$ cat src/rtl/rtc_apb_pkg.sv
// Shared types and constants for the APB initiator slice.
// Latency: n/a (types and constants only).
// Backpressure: n/a.
// Contents: FSM state enum, APB bus widths, default timeout, counter width helper.
package rtc_apb_pkg;

  localparam int APB_ADDR_W      = 10;
  localparam int APB_DATA_W      = 32;
  localparam int DEFAULT_TIMEOUT = 16;

  typedef enum logic [1:0] {
    ST_IDLE,
    ST_SETUP,
    ST_ACCESS,
    ST_RESP
  } state_t;

  // Width able to hold 0..limit; kept at least 1 bit so a disabled
  // timeout (limit 0) still yields a legal vector.
  function automatic int cnt_width(input int limit);
    return (limit < 1) ? 1 : $clog2(limit + 1);
  endfunction

endpackage

$ cat src/rtl/rtc_apb_initiator_if.sv
// Host command/response channel plus APB requester bus, bundled.
// Latency: n/a (wiring only).
// Backpressure: CmdValid/CmdReady on commands, RspValid/RspReady on responses, PREADY on APB.
// Modports: master = the initiator, slave = host and APB responder side.
interface rtc_apb_initiator_if;
  import rtc_apb_pkg::*;

  // host command channel
  logic                  CmdValid;
  logic                  CmdReady;
  logic                  CmdWrite;
  logic [APB_ADDR_W-1:0] CmdAddr;
  logic [APB_DATA_W-1:0] CmdWdata;
  // host response channel
  logic                  RspValid;
  logic                  RspReady;
  logic [APB_DATA_W-1:0] RspRdata;
  logic                  RspError;
  // APB requester side
  logic                  PSEL;
  logic                  PENABLE;
  logic                  PWRITE;
  logic [APB_ADDR_W-1:0] PADDR;
  logic [APB_DATA_W-1:0] PWDATA;
  logic [APB_DATA_W-1:0] PRDATA;
  logic                  PREADY;

  modport master (
    input  CmdValid, CmdWrite, CmdAddr, CmdWdata, RspReady, PRDATA, PREADY,
    output CmdReady, RspValid, RspRdata, RspError,
           PSEL, PENABLE, PWRITE, PADDR, PWDATA
  );

  modport slave (
    output CmdValid, CmdWrite, CmdAddr, CmdWdata, RspReady, PRDATA, PREADY,
    input  CmdReady, RspValid, RspRdata, RspError,
           PSEL, PENABLE, PWRITE, PADDR, PWDATA
  );

endinterface

$ cat src/rtl/rtc_apb_timeout.sv
// Saturating wait-state counter with clear, enable and limit-hit flag.
// Latency: hit is combinational on the cycle whose increment reaches LIMIT.
// Backpressure: none; LIMIT = 0 disables (hit never asserts).
// Ports: clk, rst_n, clr (restart at 0), en (count this cycle), hit.
module rtc_apb_timeout
  import rtc_apb_pkg::*;
#(
  parameter int LIMIT = DEFAULT_TIMEOUT
) (
  input  logic clk,
  input  logic rst_n,
  input  logic clr,
  input  logic en,
  output logic hit
);

  localparam int CW = cnt_width(LIMIT);
  localparam logic [CW-1:0] CNT_MAX  = CW'(LIMIT);
  localparam logic [CW-1:0] CNT_LAST = (LIMIT > 0) ? CW'(LIMIT - 1) : '0;

  logic [CW-1:0] cnt;

  always_ff @(posedge clk or negedge rst_n) begin
    if (!rst_n) begin
      cnt <= '0;
    end else if (clr) begin
      cnt <= '0;
    end else if (en && (cnt != CNT_MAX)) begin
      cnt <= cnt + 1'b1;
    end
  end

  // Fires on the wait cycle that would take the count to LIMIT, so the
  // FSM leaves ACCESS after exactly LIMIT stalled cycles.
  assign hit = (LIMIT > 0) && en && (cnt == CNT_LAST);

endmodule

$ cat src/rtl/rtc_apb_initiator.sv
// Converts host commands into single APB transfers and returns a response.
// Latency: accept edge k -> SETUP k+1 -> ACCESS k+2 -> RspValid from k+3 (zero wait states).
// Backpressure: CmdReady only in IDLE; response held until RspReady; PREADY stalls ACCESS up to TIMEOUT_CYCLES.
// Ports: PCLK, PRESETn (async, active-low), bus (master modport: host cmd/rsp + APB).
module rtc_apb_initiator
  import rtc_apb_pkg::*;
#(
  parameter int TIMEOUT_CYCLES = DEFAULT_TIMEOUT
) (
  input  logic                 PCLK,
  input  logic                 PRESETn,
  rtc_apb_initiator_if.master  bus
);

  state_t state;
  logic   to_clr;
  logic   to_en;
  logic   to_hit;

  // Counter restarts on the edge that moves IDLE -> SETUP and only counts
  // ACCESS cycles that the responder stalls.
  assign to_clr = (state == ST_IDLE) && bus.CmdValid;
  assign to_en  = (state == ST_ACCESS) && !bus.PREADY;

  rtc_apb_timeout #(
    .LIMIT (TIMEOUT_CYCLES)
  ) u_timeout (
    .clk   (PCLK),
    .rst_n (PRESETn),
    .clr   (to_clr),
    .en    (to_en),
    .hit   (to_hit)
  );

  always_ff @(posedge PCLK or negedge PRESETn) begin
    if (!PRESETn) begin
      state        <= ST_IDLE;
      bus.CmdReady <= 1'b1;
      bus.RspValid <= 1'b0;
      bus.RspRdata <= '0;
      bus.RspError <= 1'b0;
      bus.PSEL     <= 1'b0;
      bus.PENABLE  <= 1'b0;
      bus.PWRITE   <= 1'b0;
      bus.PADDR    <= '0;
      bus.PWDATA   <= '0;
    end else begin
      case (state)
        ST_IDLE: begin
          if (bus.CmdValid) begin
            bus.PWRITE   <= bus.CmdWrite;
            bus.PADDR    <= bus.CmdAddr;
            bus.PWDATA   <= bus.CmdWrite ? bus.CmdWdata : '0;
            bus.PSEL     <= 1'b1;
            bus.CmdReady <= 1'b0;
            state        <= ST_SETUP;
          end
        end

        ST_SETUP: begin
          bus.PENABLE <= 1'b1;
          state       <= ST_ACCESS;
        end

        ST_ACCESS: begin
          // PREADY wins over a timeout landing on the same cycle.
          if (bus.PREADY) begin
            bus.PSEL     <= 1'b0;
            bus.PENABLE  <= 1'b0;
            bus.RspValid <= 1'b1;
            bus.RspRdata <= bus.PWRITE ? '0 : bus.PRDATA;
            bus.RspError <= 1'b0;
            state        <= ST_RESP;
          end else if (to_hit) begin
            bus.PSEL     <= 1'b0;
            bus.PENABLE  <= 1'b0;
            bus.RspValid <= 1'b1;
            bus.RspRdata <= '0;
            bus.RspError <= 1'b1;
            state        <= ST_RESP;
          end
        end

        ST_RESP: begin
          if (bus.RspReady) begin
            bus.RspValid <= 1'b0;
            bus.RspRdata <= '0;
            bus.RspError <= 1'b0;
            bus.CmdReady <= 1'b1;
            state        <= ST_IDLE;
          end
        end

        default: begin
          state <= ST_IDLE;
        end
      endcase
    end
  end

endmodule

$ cat src/flat_wrapper.sv
// flat-port wrapper written by rule: the top's interface ports become plain ports
module rtc_apb_initiator_flat import rtc_apb_pkg::*;
#(
  parameter int TIMEOUT_CYCLES = DEFAULT_TIMEOUT
)
  (PCLK, PRESETn, bus_CmdValid, bus_CmdWrite, bus_CmdAddr, bus_CmdWdata, bus_RspReady, bus_PRDATA, bus_PREADY, bus_CmdReady, bus_RspValid, bus_RspRdata, bus_RspError, bus_PSEL, bus_PENABLE, bus_PWRITE, bus_PADDR, bus_PWDATA);
  rtc_apb_initiator_if bus_i ();
  input  logic PCLK;
  input  logic PRESETn;
  input wire logic [$bits(bus_i.CmdValid)-1:0] bus_CmdValid;
  input wire logic [$bits(bus_i.CmdWrite)-1:0] bus_CmdWrite;
  input wire logic [$bits(bus_i.CmdAddr)-1:0] bus_CmdAddr;
  input wire logic [$bits(bus_i.CmdWdata)-1:0] bus_CmdWdata;
  input wire logic [$bits(bus_i.RspReady)-1:0] bus_RspReady;
  input wire logic [$bits(bus_i.PRDATA)-1:0] bus_PRDATA;
  input wire logic [$bits(bus_i.PREADY)-1:0] bus_PREADY;
  output wire logic [$bits(bus_i.CmdReady)-1:0] bus_CmdReady;
  output wire logic [$bits(bus_i.RspValid)-1:0] bus_RspValid;
  output wire logic [$bits(bus_i.RspRdata)-1:0] bus_RspRdata;
  output wire logic [$bits(bus_i.RspError)-1:0] bus_RspError;
  output wire logic [$bits(bus_i.PSEL)-1:0] bus_PSEL;
  output wire logic [$bits(bus_i.PENABLE)-1:0] bus_PENABLE;
  output wire logic [$bits(bus_i.PWRITE)-1:0] bus_PWRITE;
  output wire logic [$bits(bus_i.PADDR)-1:0] bus_PADDR;
  output wire logic [$bits(bus_i.PWDATA)-1:0] bus_PWDATA;
  assign bus_i.CmdValid = bus_CmdValid;
  assign bus_i.CmdWrite = bus_CmdWrite;
  assign bus_i.CmdAddr = bus_CmdAddr;
  assign bus_i.CmdWdata = bus_CmdWdata;
  assign bus_i.RspReady = bus_RspReady;
  assign bus_i.PRDATA = bus_PRDATA;
  assign bus_i.PREADY = bus_PREADY;
  assign bus_CmdReady = bus_i.CmdReady;
  assign bus_RspValid = bus_i.RspValid;
  assign bus_RspRdata = bus_i.RspRdata;
  assign bus_RspError = bus_i.RspError;
  assign bus_PSEL = bus_i.PSEL;
  assign bus_PENABLE = bus_i.PENABLE;
  assign bus_PWRITE = bus_i.PWRITE;
  assign bus_PADDR = bus_i.PADDR;
  assign bus_PWDATA = bus_i.PWDATA;
  rtc_apb_initiator #(.TIMEOUT_CYCLES(TIMEOUT_CYCLES)) u_core (.PCLK(PCLK), .PRESETn(PRESETn), .bus(bus_i));
endmodule
$ cat config.mk
export PLATFORM = sky130hd
export DESIGN_NAME = rtc_apb_initiator_flat
export DESIGN_NICKNAME = d
export VERILOG_FILES = /design/src/rtl/rtc_apb_pkg.sv /design/src/rtl/rtc_apb_initiator_if.sv /design/src/rtl/rtc_apb_timeout.sv /design/src/rtl/rtc_apb_initiator.sv /design/src/flat_wrapper.sv
export SDC_FILE = /design/constraint.sdc
export NUM_CORES = 1
export LEC_CHECK = 0
export CELL_PAD_IN_SITES_DETAIL_PLACEMENT = 2
export CELL_PAD_IN_SITES_GLOBAL_PLACEMENT = 2
export CORE_MARGIN = 5
export CORE_UTILIZATION = 25
export CTS_CLUSTER_SIZE = 40
export DETAILED_ROUTE_END_ITERATION = 6
export PLACE_DENSITY = 0.92
export SYNTH_ARGS = -nofsm -noshare
export SYNTH_HDL_FRONTEND = slang
export SYNTH_SLANG_ARGS = --single-unit
$ cat constraint.sdc
create_clock -name PCLK -period 2.2 [get_ports PCLK]
set_input_delay 0.22 -clock PCLK [delete_from_list [all_inputs] [get_ports PCLK]]
set_output_delay 0.22 -clock PCLK [all_outputs]
set_load 0.01 [all_outputs]
* Yosys cells after proc, flatten, opt, wreduce, memory -nomap -nowiden *
Index checks and enable logic that the tools add are counted.

word-level totals
  bits in registers = 87
  output and inout bits = 80
  logic and storage cells = 64

operators by class
  add/subtract/negate cells = 1
  eq/ne operators = 8
  mux-type cells = 27
  reduce and logical (&&, ||, !) cells = 17

operators with widths
  cell                                                                      number
  32-bit 2-to-1 mux                                                         5
  32-bit case mux with 2 select lines                                       1
  3-bit AND reduction                                                       4
  5-bit 2-to-1 mux                                                          2
  1-bit case mux with 2 select lines                                        5
  2-bit nonzero test                                                        5
  1-bit 2-to-1 mux                                                          9
  2-bit 2-to-1 mux                                                          4
  2-bit case mux with 4 select lines                                        1
  5-bit by 1-bit adder with 5-bit output (second input constant)            1
  5-bit by 4-bit == test with 1-bit output (second input constant)          1
  5-bit inequality test (second input constant)                             1
  2-bit == test (second input constant)                                     2
  1-bit logical AND                                                         4
  2-bit inequality test (second input constant)                             2
  2-bit AND reduction                                                       2
  3-bit by 2-bit inequality test with 1-bit output (second input constant)  1
  2-bit by 1-bit == test with 1-bit output (second input constant)          1
  2-bit logical NOT                                                         1
  1-bit logical NOT                                                         1

* Depth between registers and ports, before layout *
  word-level depth = 6
  gate-level depth with buffers = 7
  gate-level depth less buffers = 6

* Hierarchy *
Synthesis repeated with hierarchy kept, for this count alone.

second synthesis, totals
  cells, all modules = 389
  area, all modules = 3798.6 um^2

by module, submodules not included
  module             times used  cells an instance  area an instance (um^2)  sequential area each (um^2)
  rtc_apb_initiator  1           358                3499.6                   2053.2
  rtc_apb_timeout    1           31                 299.0                    125.1

* Least setup slack after synthesis *
No wires, ideal clock.

  kind = flip-flop to flip-flop
  from = register u_core.u_timeout.cnt[0]
  to = register u_core.bus.RspRdata[3]
  library setup time = 0.121 ns
  arrival time = 1.514 ns
  required time = 2.079 ns
  slack = 0.564 ns
  stages on the path, launching flop included = 7
  path buffers = 1
  cell sequence = dfrtp_1 ha_1 and3_1 ha_1 o221ai_4 buf_6 a22o_2

between the ends
  longest elaborated chain between the ends = 4

ends and longest elaborated chain
  element                                                     line                        RTL
  from (decl)                                                 rtc_apb_timeout.sv:21       logic [CW-1:0] cnt;
  from (signal assigned)                                      rtc_apb_timeout.sv:29       cnt <= cnt + 1'b1;
  5-bit by 4-bit == test with 1-bit output                    rtc_apb_timeout.sv:35       assign hit = (LIMIT > 0) && en && (cnt == CNT_LAST);
  1-bit logical AND                                           rtc_apb_timeout.sv:35
  3-bit by 2-bit inequality test with 1-bit output (no line)  -
  3-bit AND reduction (no line)                               -
  to (signal assigned)                                        rtc_apb_initiator.sv:71     bus.RspRdata <= bus.PWRITE ? '0 : bus.PRDATA;
  to (decl)                                                   rtc_apb_initiator_if.sv:30  output CmdReady, RspValid, RspRdata, RspError,

No other way between the ends.
A chain may end at the register's enable or synchronous reset.

* Final worst setup path *
  from = register u_core.state[0]
  to = register u_core.bus.RspRdata[2]

between the ends
  longest elaborated chain between the ends = 5
  elaborated cells between the ends (all ways) = 9

ends and longest elaborated chain
  element                                                     line                                              RTL
  from (decl)                                                 rtc_apb_initiator.sv:15                           state_t state;
  from (signal assigned)                                      rtc_apb_initiator.sv:37                           state <= ST_IDLE;
  from (signal assigned)                                      rtc_apb_initiator.sv:56                           state <= ST_SETUP;
  from (signal assigned)                                      rtc_apb_initiator.sv:62                           state <= ST_ACCESS;
  2-bit == test                                               rtc_apb_initiator.sv:23, rtc_apb_initiator.sv:48
  1-bit logical AND                                           rtc_apb_initiator.sv:23                           assign to_en = (state == ST_ACCESS) && !bus.PREADY;
  1-bit logical AND                                           rtc_apb_timeout.sv:35
  3-bit by 2-bit inequality test with 1-bit output (no line)  -
  3-bit AND reduction (no line)                               -

Parallel ways exist; a longest one is shown, timed or not.

==> results.cfg <==
[outcome]
status = finished clean

[global_routing]
grt_overflow = 0
grt_pass1_wl_um = 20900
first_global_vias = 3655
grt_max_degree = 45
grt_usage_pct = 16.2
antenna_found_initial = 0

[min_path]
hp-start = bus_CmdAddr[3]
worst_hold_path_type = in -> reg

[cells_and_area]
fillers = 1443
num_antenna_cells = 0
drive_gt1_share_pct = 10.2
nets = 572
seqCellArea_sq_mm = 0.00218
instances_no_fill = 668
final_util_pct = 40.5
area_growth_pct = 58.3
multi_input_area_sq_mm = 0.00124
final_cell_area_sq_mm = 0.00564

[route]
ant_nets = 0
num_vias = 3146
drtIter0Drc = 142
routed_wl_um = 13200
first_pass_iters = 4
wl_per_cell_um = 19.8
drc = 0
via_per_inst = 4.71

[yosys]
synth_edf_count = 0
ys_async_sr_fraction_pct = 100
synth_seq_cells = 87
netlist_area_sq_mm = 0.00357
syn_nets = 416
netlist_instances = 329
avgSynthCellArea_sq_um = 10.8
yosysTopAreaCellShare_pct = 60.4
yosysWarnings = 0
yosysSeqAreaShare_pct = 61.1
yosys.area.top_type = dfrtp_1
yosysUniqueCellTypes = 35
synth.most_common_cell = nand2_1
synth.top_cells.by_count = nand2_1, dfrtp_1, nand3_1, a22o_2, a22o_1
synth_flop_cell = dfrtp_1
synthTopCellsByArea = dfrtp_1, nand2_1, a22o_2

[timing]
worstMarginPinSlew_ns = 0.590
whs_ns = 0.408
final_max_slew_viol_count = 0
setup_tns_ns = 0
hold_violations = 0
max-slew-margin-rel_pct = 60.7
skew_ns = 0.00736
fin_crit_ns = 1.87
max_freq_mhz = 534
rsz0062_at_grt = no
post-route-period-util_pct = 85.2
setup_viol = 0
fin_ws_ns = 0.326

[placed_design]
post-place-cells = 653
dp_slack_ns = 0.333
place_area_sq_mm = 0.00535
dp_hpwl_um = 9880
routabilityCongestion = 0.803
port_buffers = 159

[worst_setup_path]
path_cells = inv_1 > ha_1 > nand2b_2 > o221ai_4 > buf_12 > a22o_1
worst-r2r-setup-slack_ns = 0.33
critPathMaxFanout = 32
startpoint_type = flip-flop
rr_startpoint = u_core.state[0]
crit_required_ns = 2.47
crit_path_start = u_core.state[0]
critPathMaxStageDelay_ns = 0.41
arrival_ns = 2.15
path_class = reg -> reg
slowest_stage = dfrtp_1
cp-end-kind = flip-flop

[floorplanning]
core-area_sq_mm = 0.0139
num_rows = 43
die_h_um = 129
fp.dieW_um = 129
initial_core_util_pct = 25.6
die-area_sq_mm = 0.0168
ios = 160

[clock_tree]
root_buffer = clkbuf_16
cts_buffer_depth = 2
clk_latency_ns = 0.34
cts_inserted_buffers = 9
cts.sinks = 87
cts_setup_buffers = 0
cts_tree = built
path_clk_slew_ns = 0.06
htreeDepth = 3

[job]
maxCapViolCount = 0

[power]
clkPwrFrac_pct = 18.9
leakage_nw = 2.62
pwr-share-comb_pct = 45.9
internal-power_mw = 5.21
p_sw_share_pct = 35.0
finalPower_mw = 8.02
p_sw_mw = 2.81
seq_power_share_pct = 35.2
peakVddDrop_mv = 0.432
pwr_density_cell_mw_per_mm2 = 1420
-- placed cells by master, fill, tap and decap left out, drive strengths merged --
master and count:
a221oi 1, a211oi 1, and2 1, clkinv 2
nor4bb 1, nand3 34, nand4bb 1, a21o 1
inv 9, o31ai 1, mux2i 2, or3 1
nor2b 1, o221ai 1, dlygate4sd3 1, and2b 1
o211a 1, nor2 2, nand4 1, and4bb 1
ha 7, bufinv 1, o2bb2ai 1, a21oi 6
nand2b 3, buf 7, a22o 33, clkbuf 10
nand2 100, clkinvlp 1, and3 1, o32a 1
clkdlybuf4s50 158, o21ai 7, dfrtp 86, a41o 1
dfstp 1
-- metal layers --
layer | share of wire (%) | vias up | global-route usage [%]
met5 | 0 | - | 0
met3 | 8.4 | 16 | 5.11
met2 | 48 | 127 | 27.7
met4 | 2.0 | 0 | 6.11
li1 | - | 1438 | -
met1 | 41 | 1565 | 19.1
-- critical path: cells and delay by family (launching register included) --
family	cells	cell delay [ns]
AOI/OAI and AO/OA	2	0.39
adders and majority gates	1	0.41
buffers and inverters	2	0.35
DFF	1	0.41
and+or+nand+nor	1	0.23
-- kinds of logic after synthesis --
| group | Yosys count | synth area share, % |
|---|---|---|
| multiplexers | 2 | 0.561 |
| adder cells (fa/ha/maj) | 7 | 2.46 |
| buffers and inverters | 30 | 4.28 |
| AO/OA/AOI/OAI | 55 | 13.5 |
| AND/OR/NAND/NOR | 148 | 18.1 |
| flip-flops | 87 | 61.1 |
-- power by group through the flow --
stage | clock [mW] | combinational [mW] | sequential, mW
2_1_floorplan | 0 | 1.35 | 3.08
3_3_place_gp | 0 | 3.54 | 2.78
3_5_place_dp | 0 | 3.74 | 2.86
4_1_cts | 1.59 | 3.77 | 2.84
5_1_grt | 1.64 | 4.01 | 2.92
6_report | 1.52 | 3.68 | 2.82
-- area by class of cell --
cell class              count  share of cell area (%)
inverters                   9                   0.599
clock inverters             4                   0.842
well taps                 180                    3.99
clock buffers              10                    4.23
repair buffers            166                    29.8
flip-flops and latches     87                    38.6
multi-input cells         212                    21.9
-- timing repair --
item,4_1_cts,5_1_grt
gates resized for setup,0,0
hold buffers,1,0
setup endpoints to repair,0,0
hold endpoints to repair,43,0
-- path summary, 6_finish.rpt --
kind / to / cells after the start
hold / removal: u_core.bus.PADDR[3] / 3
hold reg to reg: u_core.bus.PWDATA[21] / 2
setup / recovery: u_core.bus.RspRdata[2] / 6
setup reg to reg: u_core.bus.RspRdata[2] / 6
max in group asynchronous: u_core.bus.CmdReady / 3
min in group asynchronous: u_core.bus.RspRdata[25] / 2
-- state kept, by name, indices dropped and copies added (netlist names) --
| name | count |
|---|---|
| u_core.bus.PSEL | 1 |
| u_core.u_timeout.cnt | 5 |
| u_core.bus.PWRITE | 1 |
| u_core.bus.RspError | 1 |
| u_core.bus.PADDR | 10 |
| u_core.bus.PWDATA | 32 |
| u_core.bus.RspRdata | 32 |
| u_core.state | 2 |
| u_core.bus.RspValid | 1 |
| u_core.bus.CmdReady | 1 |
| u_core.bus.PENABLE | 1 |
(Power assumes the default switching activity.)
